<file path="config.mk">
export PLATFORM = sky130hd
export DESIGN_NAME = uart_tx_mio
export DESIGN_NICKNAME = d
export VERILOG_FILES = /design/src/rtl/uart_pkg.sv /design/src/rtl/uart_fifo.sv /design/src/rtl/uart_tx_mio.sv
export SDC_FILE = /design/constraint.sdc
export NUM_CORES = 1
export LEC_CHECK = 0
export ABC_CLOCK_PERIOD_IN_PS = 3870
export CORE_MARGIN = 2
export CORE_UTILIZATION = 55
export CTS_CLUSTER_SIZE = 24
export DETAILED_ROUTE_END_ITERATION = 6
export PLACE_DENSITY_LB_ADDON = 0.3
export REMOVE_ABC_BUFFERS = 1
export SETUP_SLACK_MARGIN = 0.3
export SLEW_MARGIN = 10
export SYNTH_ARGS = -nofsm -noshare
export SYNTH_HDL_FRONTEND = slang
export SYNTH_HIERARCHICAL = 1
export SYNTH_SLANG_ARGS = --single-unit
</file>
<file path="constraint.sdc">
create_clock -name clk -period 3.87 [get_ports clk]
set_input_delay 0.774 -clock clk [delete_from_list [all_inputs] [get_ports clk]]
set_output_delay 0.774 -clock clk [all_outputs]
set_load 0.03 [all_outputs]
</file>
<file path="src/rtl/uart_pkg.sv">
// Shared definitions for the MIO UART transmitter: FSM states, status word
// bit positions and bus command bits.
package uart_pkg;

    typedef enum logic [1:0] {
        S_IDLE  = 2'd0,
        S_START = 2'd1,
        S_DATA  = 2'd2,
        S_STOP  = 2'd3
    } tx_state_t;

    localparam int ST_EMPTY  = 4;
    localparam int ST_FULL   = 5;
    localparam int ST_BUSY   = 6;
    localparam int ST_OVF    = 7;
    localparam int CMD_FLUSH = 9;

    function automatic logic [31:0] pack_status(
        input logic [3:0] cnt,
        input logic       empty,
        input logic       full,
        input logic       busy,
        input logic       ovf
    );
        logic [31:0] s;
        s           = 32'd0;
        s[3:0]      = cnt;
        s[ST_EMPTY] = empty;
        s[ST_FULL]  = full;
        s[ST_BUSY]  = busy;
        s[ST_OVF]   = ovf;
        return s;
    endfunction

endpackage

</file>
<file path="src/rtl/uart_fifo.sv">
// Synchronous byte FIFO with flush; the head is readable combinationally and
// the post-edge occupancy is exported so the owner can register its status.
module uart_fifo #(
    parameter int DEPTH = 8,
    parameter int WIDTH = 8,
    parameter int CW    = $clog2(DEPTH + 1)
) (
    input  logic             clk,
    input  logic             rst_n,
    input  logic             push,
    input  logic             pop,
    input  logic             flush,
    input  logic [WIDTH-1:0] din,
    output logic [WIDTH-1:0] dout,
    output logic [CW-1:0]    count,
    output logic [CW-1:0]    count_next,
    output logic             full,
    output logic             empty
);
    localparam int AW = (DEPTH > 1) ? $clog2(DEPTH) : 1;

    logic [WIDTH-1:0] mem [DEPTH];
    logic [AW-1:0]    rd_ptr_reg, rd_ptr_next;
    logic [AW-1:0]    wr_ptr_reg, wr_ptr_next;
    logic [CW-1:0]    count_reg;
    logic             push_ok, pop_ok;

    assign full    = (count_reg == CW'(DEPTH));
    assign empty   = (count_reg == '0);
    // A full FIFO refuses a push even when a pop frees a slot on the same edge.
    assign push_ok = push & ~full;
    assign pop_ok  = pop & ~empty;
    assign dout    = mem[rd_ptr_reg];
    assign count   = count_reg;

    always_comb begin
        rd_ptr_next = rd_ptr_reg + AW'(pop_ok);
        wr_ptr_next = wr_ptr_reg + AW'(push_ok);
        count_next  = count_reg + CW'(push_ok) - CW'(pop_ok);
        if (flush) begin
            rd_ptr_next = '0;
            wr_ptr_next = '0;
            count_next  = '0;
        end
    end

    always_ff @(posedge clk or negedge rst_n) begin
        if (!rst_n) begin
            rd_ptr_reg <= '0;
            wr_ptr_reg <= '0;
            count_reg  <= '0;
        end else begin
            rd_ptr_reg <= rd_ptr_next;
            wr_ptr_reg <= wr_ptr_next;
            count_reg  <= count_next;
        end
    end

    always_ff @(posedge clk) begin
        if (push_ok && !flush) begin
            mem[wr_ptr_reg] <= din;
        end
    end

endmodule

</file>
<file path="src/rtl/uart_tx_mio.sv">
// Bus-writable 8N1 UART transmitter: queues written bytes, serialises them on
// txd and exposes a registered status word and level interrupt.
module uart_tx_mio
    import uart_pkg::*;
#(
    parameter int BAUD_DIV   = 868,
    parameter int FIFO_DEPTH = 8
) (
    input  logic        clk,
    input  logic        RSTN,
    input  logic        EN,
    input  logic [31:0] P_Data,
    output logic [31:0] status_out,
    output logic        txd,
    output logic        tx_busy,
    output logic        irq
);
    localparam int CW = $clog2(FIFO_DEPTH + 1);
    localparam int TW = $clog2(BAUD_DIV);
    localparam logic [TW-1:0] TIMER_LOAD = TW'(BAUD_DIV - 1);

    tx_state_t     state_reg, state_next;
    logic [TW-1:0] timer_reg, timer_next;
    logic [2:0]    bitcnt_reg, bitcnt_next;
    logic [7:0]    shift_reg, shift_next;
    logic          txd_reg, txd_next;
    logic          overflow_reg, overflow_next;
    logic [31:0]   status_reg;
    logic          irq_reg;

    logic          push, flush, pop;
    logic [7:0]    head;
    logic [CW-1:0] count, count_next;
    logic          full, empty;
    logic          unused_bus_bits;

    assign push  = EN & ~P_Data[CMD_FLUSH];
    assign flush = EN &  P_Data[CMD_FLUSH];
    assign unused_bus_bits = ^{P_Data[31:10], P_Data[8], count};

    uart_fifo #(
        .DEPTH (FIFO_DEPTH),
        .WIDTH (8)
    ) u_fifo (
        .clk        (clk),
        .rst_n      (RSTN),
        .push       (push),
        .pop        (pop),
        .flush      (flush),
        .din        (P_Data[7:0]),
        .dout       (head),
        .count      (count),
        .count_next (count_next),
        .full       (full),
        .empty      (empty)
    );

    always_comb begin
        state_next  = state_reg;
        timer_next  = (timer_reg == '0) ? '0 : timer_reg - TW'(1);
        bitcnt_next = bitcnt_reg;
        shift_next  = shift_reg;
        txd_next    = txd_reg;
        pop         = 1'b0;
        unique case (state_reg)
            S_IDLE: begin
                timer_next = '0;
                if (!empty) begin
                    pop        = 1'b1;
                    shift_next = head;
                    txd_next   = 1'b0;
                    timer_next = TIMER_LOAD;
                    state_next = S_START;
                end
            end
            S_START: begin
                if (timer_reg == '0) begin
                    txd_next    = shift_reg[0];
                    shift_next  = {1'b0, shift_reg[7:1]};
                    bitcnt_next = 3'd0;
                    timer_next  = TIMER_LOAD;
                    state_next  = S_DATA;
                end
            end
            S_DATA: begin
                if (timer_reg == '0) begin
                    timer_next = TIMER_LOAD;
                    if (bitcnt_reg == 3'd7) begin
                        txd_next   = 1'b1;
                        state_next = S_STOP;
                    end else begin
                        txd_next    = shift_reg[0];
                        shift_next  = {1'b0, shift_reg[7:1]};
                        bitcnt_next = bitcnt_reg + 3'd1;
                    end
                end
            end
            S_STOP: begin
                // Chain straight into the next start bit so queued bytes leave without an idle gap.
                if (timer_reg == '0) begin
                    if (!empty) begin
                        pop        = 1'b1;
                        shift_next = head;
                        txd_next   = 1'b0;
                        timer_next = TIMER_LOAD;
                        state_next = S_START;
                    end else begin
                        state_next = S_IDLE;
                    end
                end
            end
            default: state_next = S_IDLE;
        endcase
    end

    always_comb begin
        overflow_next = overflow_reg;
        if (flush) begin
            overflow_next = 1'b0;
        end else if (push && full) begin
            overflow_next = 1'b1;
        end
    end

    always_ff @(posedge clk or negedge RSTN) begin
        if (!RSTN) begin
            state_reg    <= S_IDLE;
            timer_reg    <= '0;
            bitcnt_reg   <= '0;
            shift_reg    <= '0;
            txd_reg      <= 1'b1;
            overflow_reg <= 1'b0;
            status_reg   <= pack_status(4'd0, 1'b1, 1'b0, 1'b0, 1'b0);
            irq_reg      <= 1'b1;
        end else begin
            state_reg    <= state_next;
            timer_reg    <= timer_next;
            bitcnt_reg   <= bitcnt_next;
            shift_reg    <= shift_next;
            txd_reg      <= txd_next;
            overflow_reg <= overflow_next;
            // Built from next-state values so the word matches the state this edge produces.
            status_reg   <= pack_status(4'(count_next), count_next == '0,
                                        count_next == CW'(FIFO_DEPTH),
                                        state_next != S_IDLE, overflow_next);
            irq_reg      <= (count_next == '0) && (state_next == S_IDLE);
        end
    end

    assign status_out = status_reg;
    assign txd        = txd_reg;
    assign tx_busy    = status_reg[ST_BUSY];
    assign irq        = irq_reg;

endmodule

</file>
Yosys cells after proc, flatten, opt, wreduce, memory -nomap -nowiden
Memory sizes are Yosys's and may differ from the RTL's. Index checks and enable logic that the tools add are counted. Widths: inputs -> output; s select.

Add/sub/neg operators: 6. Equality and inequality tests: 10. Multiplexer cells: 39. Bitwise logic cells: 7. Reduce and logical (&&, ||, !) cells: 15.

Operators by type and width (number): $mux 10 (5); $mux 8 (5); $pmux 8 s4 (1); $pmux 10 s3 (1); $mux 3 (5); $mux 1 (12); $logic_not 10->1 (1); $mux 2 (5); $sub 10x1->10 const B (1); $eq 4x4->1 const B (2); $logic_not 4->1 (2); $ne 2x2->1 const B (4); $pmux 2 s4 (1); $reduce_and 4->1 (2); $add 3x1->3 (2); $pmux 3 s2 (1); $add 4x1->4 (1); $and 1x1->1 (4); $eq 2x2->1 const B (2); $logic_not 2->1 (2); $mux 4 (1); $pmux 1 s4 (1); $reduce_bool 2->1 (2); $sub 4x1->4 (1); other kinds (9) (13).

Register bits after elaboration: 44. Bits in writable memories: 64. Bits of input ports: 35. Output and inout port bits: 35. Word-level logic and storage cells: 89. Memories: 1.

Memories: u_fifo.mem (depth 8, width 8, read ports 1, clocked after memory_dff 0, wr ports 1, line uart_fifo.sv:22) `logic [WIDTH-1:0] mem [DEPTH];`.

Longest topological paths before layout
Gate-level depths: netlist (run 1).

Word-level depth: 9. Depth in mapped cells: 17. Mapped depth without buffers: 17.

By module
The synthesis (run 1) kept the hierarchy.

By module, submodules not included: uart_fifo (times used 1, cells each 157, area each 3103.0 um2, seq. area each 2172.1 um2); uart_tx_mio (times used 1, cells each 188, area each 1980.6 um2, seq. area each 829.5 um2).

Worst setup path before layout (run 1)
No wires, ideal clock.

Kind: reg-to-reg. From: register timer_reg[0]. To: register irq_reg, in the netlist irq. Setup time: 60 ps. Arrival time: 3334 ps. Required time: 3810 ps. Setup slack: 476 ps. Cell stages (with the launch flop): 17. Path buffers: 0. Clock period less this slack: 3394 ps. Cell sequence: dfrtp_1 > inv_1 > ha_1 > or2b_2 > nor3_4 > a21oi_1 > nor3_1 > nor2b_1 > ha_1 > inv_1 > ha_1 > fa_1 > nor2b_1 > nor4_1 > o21ai_0 > a31oi_1 > o21a_1.

Word-level cells in the longest chain between the ends: 8. Elaborated cells between the ends (all ways): 13. Classes of those cells: add/sub: 1; mux: 7; bitwise: 1; reduce/logical: 4.

RTL lines: start: declaration (line uart_tx_mio.sv:23) `logic [TW-1:0] timer_reg, timer_next;`; start signal: assignment (line uart_tx_mio.sv:137) `timer_reg <= timer_next;`; $logic_not 10->1 (line uart_tx_mio.sv:100) `if (timer_reg == '0) begin`; $mux 1 (line uart_tx_mio.sv:100); $pmux 1 s2 (line uart_tx_mio.sv:65) `unique case (state_reg)`; net pop (line uart_tx_mio.sv:31) `logic push, flush, pop;`; $and 1x1->1 (line uart_fifo.sv:32) `assign pop_ok = pop & ~empty;`; $sub 4x1->4 (line uart_fifo.sv:39) `count_next = count_reg + CW'(push_ok) - CW'(pop_ok);`; $mux 4 (line uart_fifo.sv:40) `if (flush) begin`; net count_next[1] (line uart_tx_mio.sv:33) `logic [CW-1:0] count, count_next;`; $logic_not 4->1 (line uart_tx_mio.sv:146) `irq_reg <= (count_next == '0) && (state_next == S_IDLE);`; $logic_and 1x1->1 (line uart_tx_mio.sv:146); end signal: assignment (line uart_tx_mio.sv:146); end: declaration (line uart_tx_mio.sv:29) `logic irq_reg;`.

The timed path passes the listed nets, and every way through them passes these cells. A chain may end at the register's enable or synchronous reset.

Worst setup path after layout (run 1)
From: register timer_reg[3]. To: register irq_reg, in the netlist irq.

Same word-level chain as after synthesis.

==> run metrics, run 1 <==
outcome finished clean; fraction of layout cells with a size suffix above 1 20.9%; arrival time worst endpoint 3800 ps; largest net degree at the start of global routing 44; fin cells 503; initial core utilization 55.8%; hold depth 1; WHS 495 ps; ys flop type edfxtp_1; # fillers 683; #FFs+latches synth 107; unrepaired setup endpoints after global routing false; Core Box Area 9110 um2; complex-gate fraction of the synthesized area 5.81%; first-pass GRT wire length 14300 um; Hold Vio Cnt, Final 0; main combinational cell family by area after synthesis multiplexers; CTS H-tree lvls 3; DP Area 5350 um2; worst reg2reg path depth 14; kind of critical path reg -> reg; Worst Path Max Fanout 5; CTS tree built; Clock Tree Root clkbuf_8; DP Cell Count 477; Max-Cap Viols 0; routed length per instance 18.0 um; Finished Cell Area 5710 um2; sequential-to-total area share from yosys stat 59.0%; # DRC 0; flip-flop and latch area 3000 um2; Synth async-reset ratio 40.2%; Slew @ Worst Pin 1000 ps; EDFF count, synth 64; Site Rows 35; hold worst-path end shift_reg[7]$_DFFE_PN0P_; Die Y 100 um; max FFs per register 64; LEAKAGE 2.23 nW; RR Startpoint timer_reg[3]$_DFF_PN0_; area growth from synthesis to layout 12.3%; Reg-to-Reg End irq$_DFF_PN1_; Placer Congestion 0.831; routed vias 2828; flop-to-flop setup slack 400 ps; Max Slew Vio Count 0; fin crit share 89.6%; synthesized cell area 5080 um2; Setup crit end kind register; Critical Path Start Type register; fin nets 442; Slew HR 33.0%; Setup Skew 12.7 ps; distinct cell type count after synthesis 59; Post-Synth XOR/XNOR Area 1.21%; PwrDens 702 nW/um2; final-report setup violation count 0; Overflow after GRT 0; mux cell area share after synthesis 13.5%; setup_tns 0 ps; Starting DRT DRC Count 171; Max Root-Sink Buffers 2; hpwl dp 5910 um; cts hold-fix bufs 0; DRT Pass-1 Iters 4; clock-pin slew on the worst setup and hold paths 110 ps; initial antenna violation count 0; Adder-Cell Fraction of Synth Area 5.07%; slowest stage delay, CP 590 ps; Post-Synth Simple-Gate Area 9.03%; Min-Delay Path Class reg -> reg; gr usage total 19.1%; Synth Instances 345; die area 10000 um2; Post-Route WL 9050 um; FMAX 0.288 GHz; yosys warns 6; Final ANT Viol Nets 0; PortBufs 22; overall power 4.01 mW; Syn Area/Cell 14.7 um2; clk_lat worst skew 380 ps; worst vdd ir 453 uV; die width 100 um; Crit-path slowest cell or4_4; most common cell after layout, fill and taps aside edfxtp_1; routed vias/inst 5.62; antenna cell count 0; multi-input logic area 1920 um2; CP Data Required Time 4200 ps; most frequent cells in the layout edfxtp_1 (64), dfrtp_1 (39), conb_1 (24); Sink Count 107; critical-path cell list or4_4 -> nor3_4 -> a21oi_2 -> nor3_2 -> nor2b_4 -> ha_4 -> inv_2 -> ha_4 -> fa_1 -> nor2b_4 -> nor4_4 -> o21ai_1 -> a31oi_1 -> o21a_1; vias in the first global route 2711; IO Count 70; Num CTS Buffers 9; hold path start shift_reg[7]$_DFFE_PN0P_; Tmin final 3470 ps
==> how the worst max path moves through the flow <==
stage	from	to	slack (ps)	cells after the start
after CTS	timer_reg[3]$_DFF_PN0_	irq$_DFF_PN1_	330	14
final	timer_reg[3]$_DFF_PN0_	irq$_DFF_PN1_	400	14
after detailed placement	EN	irq$_DFF_PN1_	7	13
after global placement	timer_reg[0]$_DFF_PN0_	irq$_DFF_PN1_	70	16
after global routing	timer_reg[3]$_DFF_PN0_	irq$_DFF_PN1_	210	14
after floorplan	timer_reg[0]$_DFF_PN0_	irq$_DFF_PN1_	470	16
==> synth_stat cells (6+ instances only) <==
master | n | area [um2]
inv_1 | 15 | 56.3
o21ai_0 | 10 | 50.1
buf_4 | 27 | 203
mux4_1 | 15 | 394
mux2_1 | 8 | 90.1
mux2_2 | 16 | 180
nand2b_1 | 6 | 37.5
clkbuf_1 | 6 | 22.5
xnor2_1 | 6 | 52.6
dfrtp_1 | 40 | 1000
nor3_1 | 8 | 40.0
nor2_1 | 21 | 78.8
nor2b_1 | 11 | 68.8
ha_1 | 19 | 238
a21oi_1 | 7 | 35.0
edfxtp_1 | 64 | 1920
==> timing repair <==
item | CTS | global route
buffers inserted | 3 | 7
endpoints found under the setup margin | 1 | 1
hold endpoints to repair | 0 | 0
pin swaps | 1 | 6
gates resized for setup | 3 | 14
==> cell families after synthesis <==
family	after synthesis
XOR/XNOR	7
flip-flops	107
AND/OR/NAND/NOR	78
other	1
buffers and inverters	51
multiplexers	40
adder cells (fa/ha/maj)	20
AO/OA/AOI/OAI	41
==> critical path, delay by kind of cell, from the launching register on <==
kind / cells / cell delay, ps
flops: 1 / 460
fa+ha+maj: 3 / 750
buf+inv: 1 / 60
compound gates: 4 / 480
simple gates: 6 / 1670
==> through the flow <==
stage | util [%] | setup WS, ps
after detailed placement | 58.8 | 7.15
after CTS | 61.4 | 333
after floorplan | - | 474
final | 62.7 | 403
after global routing | 62.7 | 207
after global placement | 58.8 | 71.5
==> layout make-up <==
cell class | count | area share, %
inverters | 15 | 0.986
clock inverters | 7 | 1.51
well taps | 111 | 2.43
multi-input cells | 210 | 33.6
repair buffers | 44 | 6.66
flip-flops and latches | 107 | 52.6
clock buffers | 9 | 2.17
==> report_power, final <==
group	internal [mW]	switching [mW]
Combinational	0.819	0.883
Clock	0.264	0.433
Sequential	1.43	0.183
Total	2.51	1.50
==> routing by layer <==
metal / vias up / global-route usage [%] / wire length (um)
li1: 1326 / - / -
met1: 1436 / 27.4 / 4120
met2: 59 / 29.6 / 4480
met3: 7 / 3.55 / 335
met4: 0 / 6.95 / 117
met5: - / 0 / 0
Note: power is estimated with default switching activity, not from simulation.
==> run 2, diff against run 1 <==
--- a/config.mk
+++ b/config.mk
@@ -6,15 +6,14 @@
 export NUM_CORES = 1
 export LEC_CHECK = 0
 export ABC_CLOCK_PERIOD_IN_PS = 3870
+export CORE_ASPECT_RATIO = 1.25
 export CORE_MARGIN = 2
-export CORE_UTILIZATION = 55
+export CORE_UTILIZATION = 54
 export CTS_CLUSTER_SIZE = 24
 export DETAILED_ROUTE_END_ITERATION = 6
 export PLACE_DENSITY_LB_ADDON = 0.3
 export REMOVE_ABC_BUFFERS = 1
 export SETUP_SLACK_MARGIN = 0.3
-export SLEW_MARGIN = 10
 export SYNTH_ARGS = -nofsm -noshare
 export SYNTH_HDL_FRONTEND = slang
-export SYNTH_HIERARCHICAL = 1
 export SYNTH_SLANG_ARGS = --single-unit
==> run 2 against run 1 <==
Compared with the run above:
- maximum frequency is 4.5% higher
- highest routed layer unchanged
- core utilization is 2.2 points lower
- sequential power down 3%
- die area fell by 5.0%
- global-route usage is 0.85 points lower
==> run metrics, run 2 <==
cts hold-fix bufs 0; Placer Congestion 0.795; # DRC 0; synthesized cell area 4730 um2; Synth Instances 346; fin nets 431; Finished Cell Area 5210 um2; Max-Cap Viols 0; Min-Delay Path Class reg -> reg; arrival time worst endpoint 3610 ps; final cell utilization of the core 60.5%; Slew HR 28.8%; hold worst-path end shift_reg[1]$_DFFE_PN0P_; Final ANT Viol Nets 0; cell with the most instances after synthesis edfxtp_1; Overflow after GRT 0; Site Rows 38; setup_tns 0 ps; Core Box Area 8610 um2; Synth async-reset ratio 37.9%; CTS tree built; Clock Tree Root clkbuf_8; Max Root-Sink Buffers 2; Num CTS Buffers 9; #FFs+latches synth 103; Worst Path Max Fanout 5; WHS 487 ps; Post-Route WL 7850 um; gr usage total 18.3%; routed vias 2620; vias in the first global route 2640; PwrDens 681 nW/um2; Die Y 109 um; fin cells 501; distinct cell type count after synthesis 47; Area contributors post-synth edfxtp_1 (41%), dfrtp_1 (19%), mux4_2 (7.6%); outcome finished clean; DP Area 5010 um2; ys flop type edfxtp_1; fin crit share 85.7%; Reg-to-Reg End irq$_DFF_PN1_; worst reg2reg path depth 14; DRT Pass-1 Iters 4; Hold Vio Cnt, Final 0; Commonest cells post-synth edfxtp_1 (64), dfrtp_1 (36), o21ai_0 (30); hpwl dp 5400 um; routed length per instance 15.7 um; IO Count 70; largest net degree at the start of global routing 40; Max Slew Vio Count 0; RR Startpoint timer_reg[0]$_DFF_PN0_; pre-CTS setup slack 355 ps; Final WS setup 553 ps; critical-path cell list inv_1 -> ha_1 -> or3b_4 -> nor3_4 -> a21oi_1 -> a211oi_2 -> ha_1 -> inv_1 -> ha_1 -> fa_1 -> nor2_1 -> nand2_1 -> o21ai_1 -> nor3b_1; Sink Count 103; routed vias/inst 5.23; FMAX 0.301 GHz; Crit-path slowest cell fa_1; Slew @ Worst Pin 1070 ps; slowest stage delay, CP 430 ps; area leader, netlist edfxtp_1; overall power 3.55 mW; fraction of layout cells with a size suffix above 1 14.7%; PortBufs 22; Syn Area/Cell 13.7 um2; initial antenna violation count 0; die area 9530 um2; Tmin final 3320 ps; flop-to-flop setup slack 550 ps; first-pass GRT wire length 12900 um; Critical Path Start Type register; yosys warns 0; clock-pin slew on the worst setup and hold paths 110 ps; EDFF count, synth 64; CP Data Required Time 4170 ps; crit-path leading delay family adder cells; unrepaired setup endpoints after global routing false; initial core utilization 54.9%; Setup Skew 10.9 ps; area growth from synthesis to layout 10.1%; most numerous cell on the critical path ha_1; die width 87.7 um; kind of critical path reg -> reg; worst vdd ir 344 uV; sequential-to-total area share from yosys stat 61.4%; most common cell after layout, fill and taps aside edfxtp_1; LEAKAGE 1.97 nW; top-area cell type share of the netlist area 40.6%; max FFs per register 64; antenna cell count 0; Starting DRT DRC Count 87; Setup crit end kind register; CTS H-tree lvls 3; worst path bufs/invs 2; most frequent cells in the layout edfxtp_1 (64), dfrtp_1 (36), o21ai_0 (29); DP Cell Count 485; hold path start shift_reg[1]$_DFFE_PN0P_; final-report setup violation count 0; clk_lat worst skew 370 ps; hold depth 2
run 2: how the worst max path moves through the flow:
stage	slack [ps]	end	depth (start not counted)	start
floorplan	720	irq$_DFF_PN1_	14	timer_reg[0]$_DFF_PN0_
global placement	470	irq$_DFF_PN1_	14	timer_reg[0]$_DFF_PN0_
detailed placement	360	irq$_DFF_PN1_	14	timer_reg[0]$_DFF_PN0_
CTS	300	irq$_DFF_PN1_	14	timer_reg[0]$_DFF_PN0_
global route	320	irq$_DFF_PN1_	14	timer_reg[0]$_DFF_PN0_
finish	550	irq$_DFF_PN1_	14	timer_reg[0]$_DFF_PN0_
run 2: kinds of logic after synthesis:
group / synth area share, %
other cells: 0.0793
simple gates: 8.97
flops: 61.4
xor+xnor: 1.67
mux: 9.31
fa+ha+maj: 5.45
compound gates: 6.99
buf+inv: 6.17
run 2: layout make-up:
class                      instances  area [um2]
timing repair buffer              31         283
inverter                          14        52.6
clock buffer                       9         124
sequential                       103        2900
multi-input combinational        217        1630
tap                              120         150
clock inverter                     7        70.1
fill                             698        3400
run 2: report_power, final:
| part | internal [mW] | switching [mW] |
|---|---|---|
| Clock | 0.256 | 0.412 |
| Combinational | 0.588 | 0.730 |
| Sequential | 1.37 | 0.187 |
| Total | 2.22 | 1.33 |
run 2: metal layers:
layer	track usage [%]	share of wire (%)
met1	22.2	42
met5	0	0
met3	3.26	2.4
met2	31.5	53
met4	8.57	2.5
run 2: worst register-to-register path: stages, from the launching register on:
cell and delay [ps]:
dfrtp_1 400, inv_1 100, ha_1 160, or3b_4 420
nor3_4 190, a21oi_1 110, a211oi_2 300, ha_1 290
inv_1 60, ha_1 180, fa_1 430, nor2_1 170
nand2_1 70, o21ai_1 170, nor3b_1 200
run 2: what timing repair did:
action	4_1_cts	5_1_grt
setup endpoints to repair	0	1
resized for setup	0	2
buffers inserted	0	0
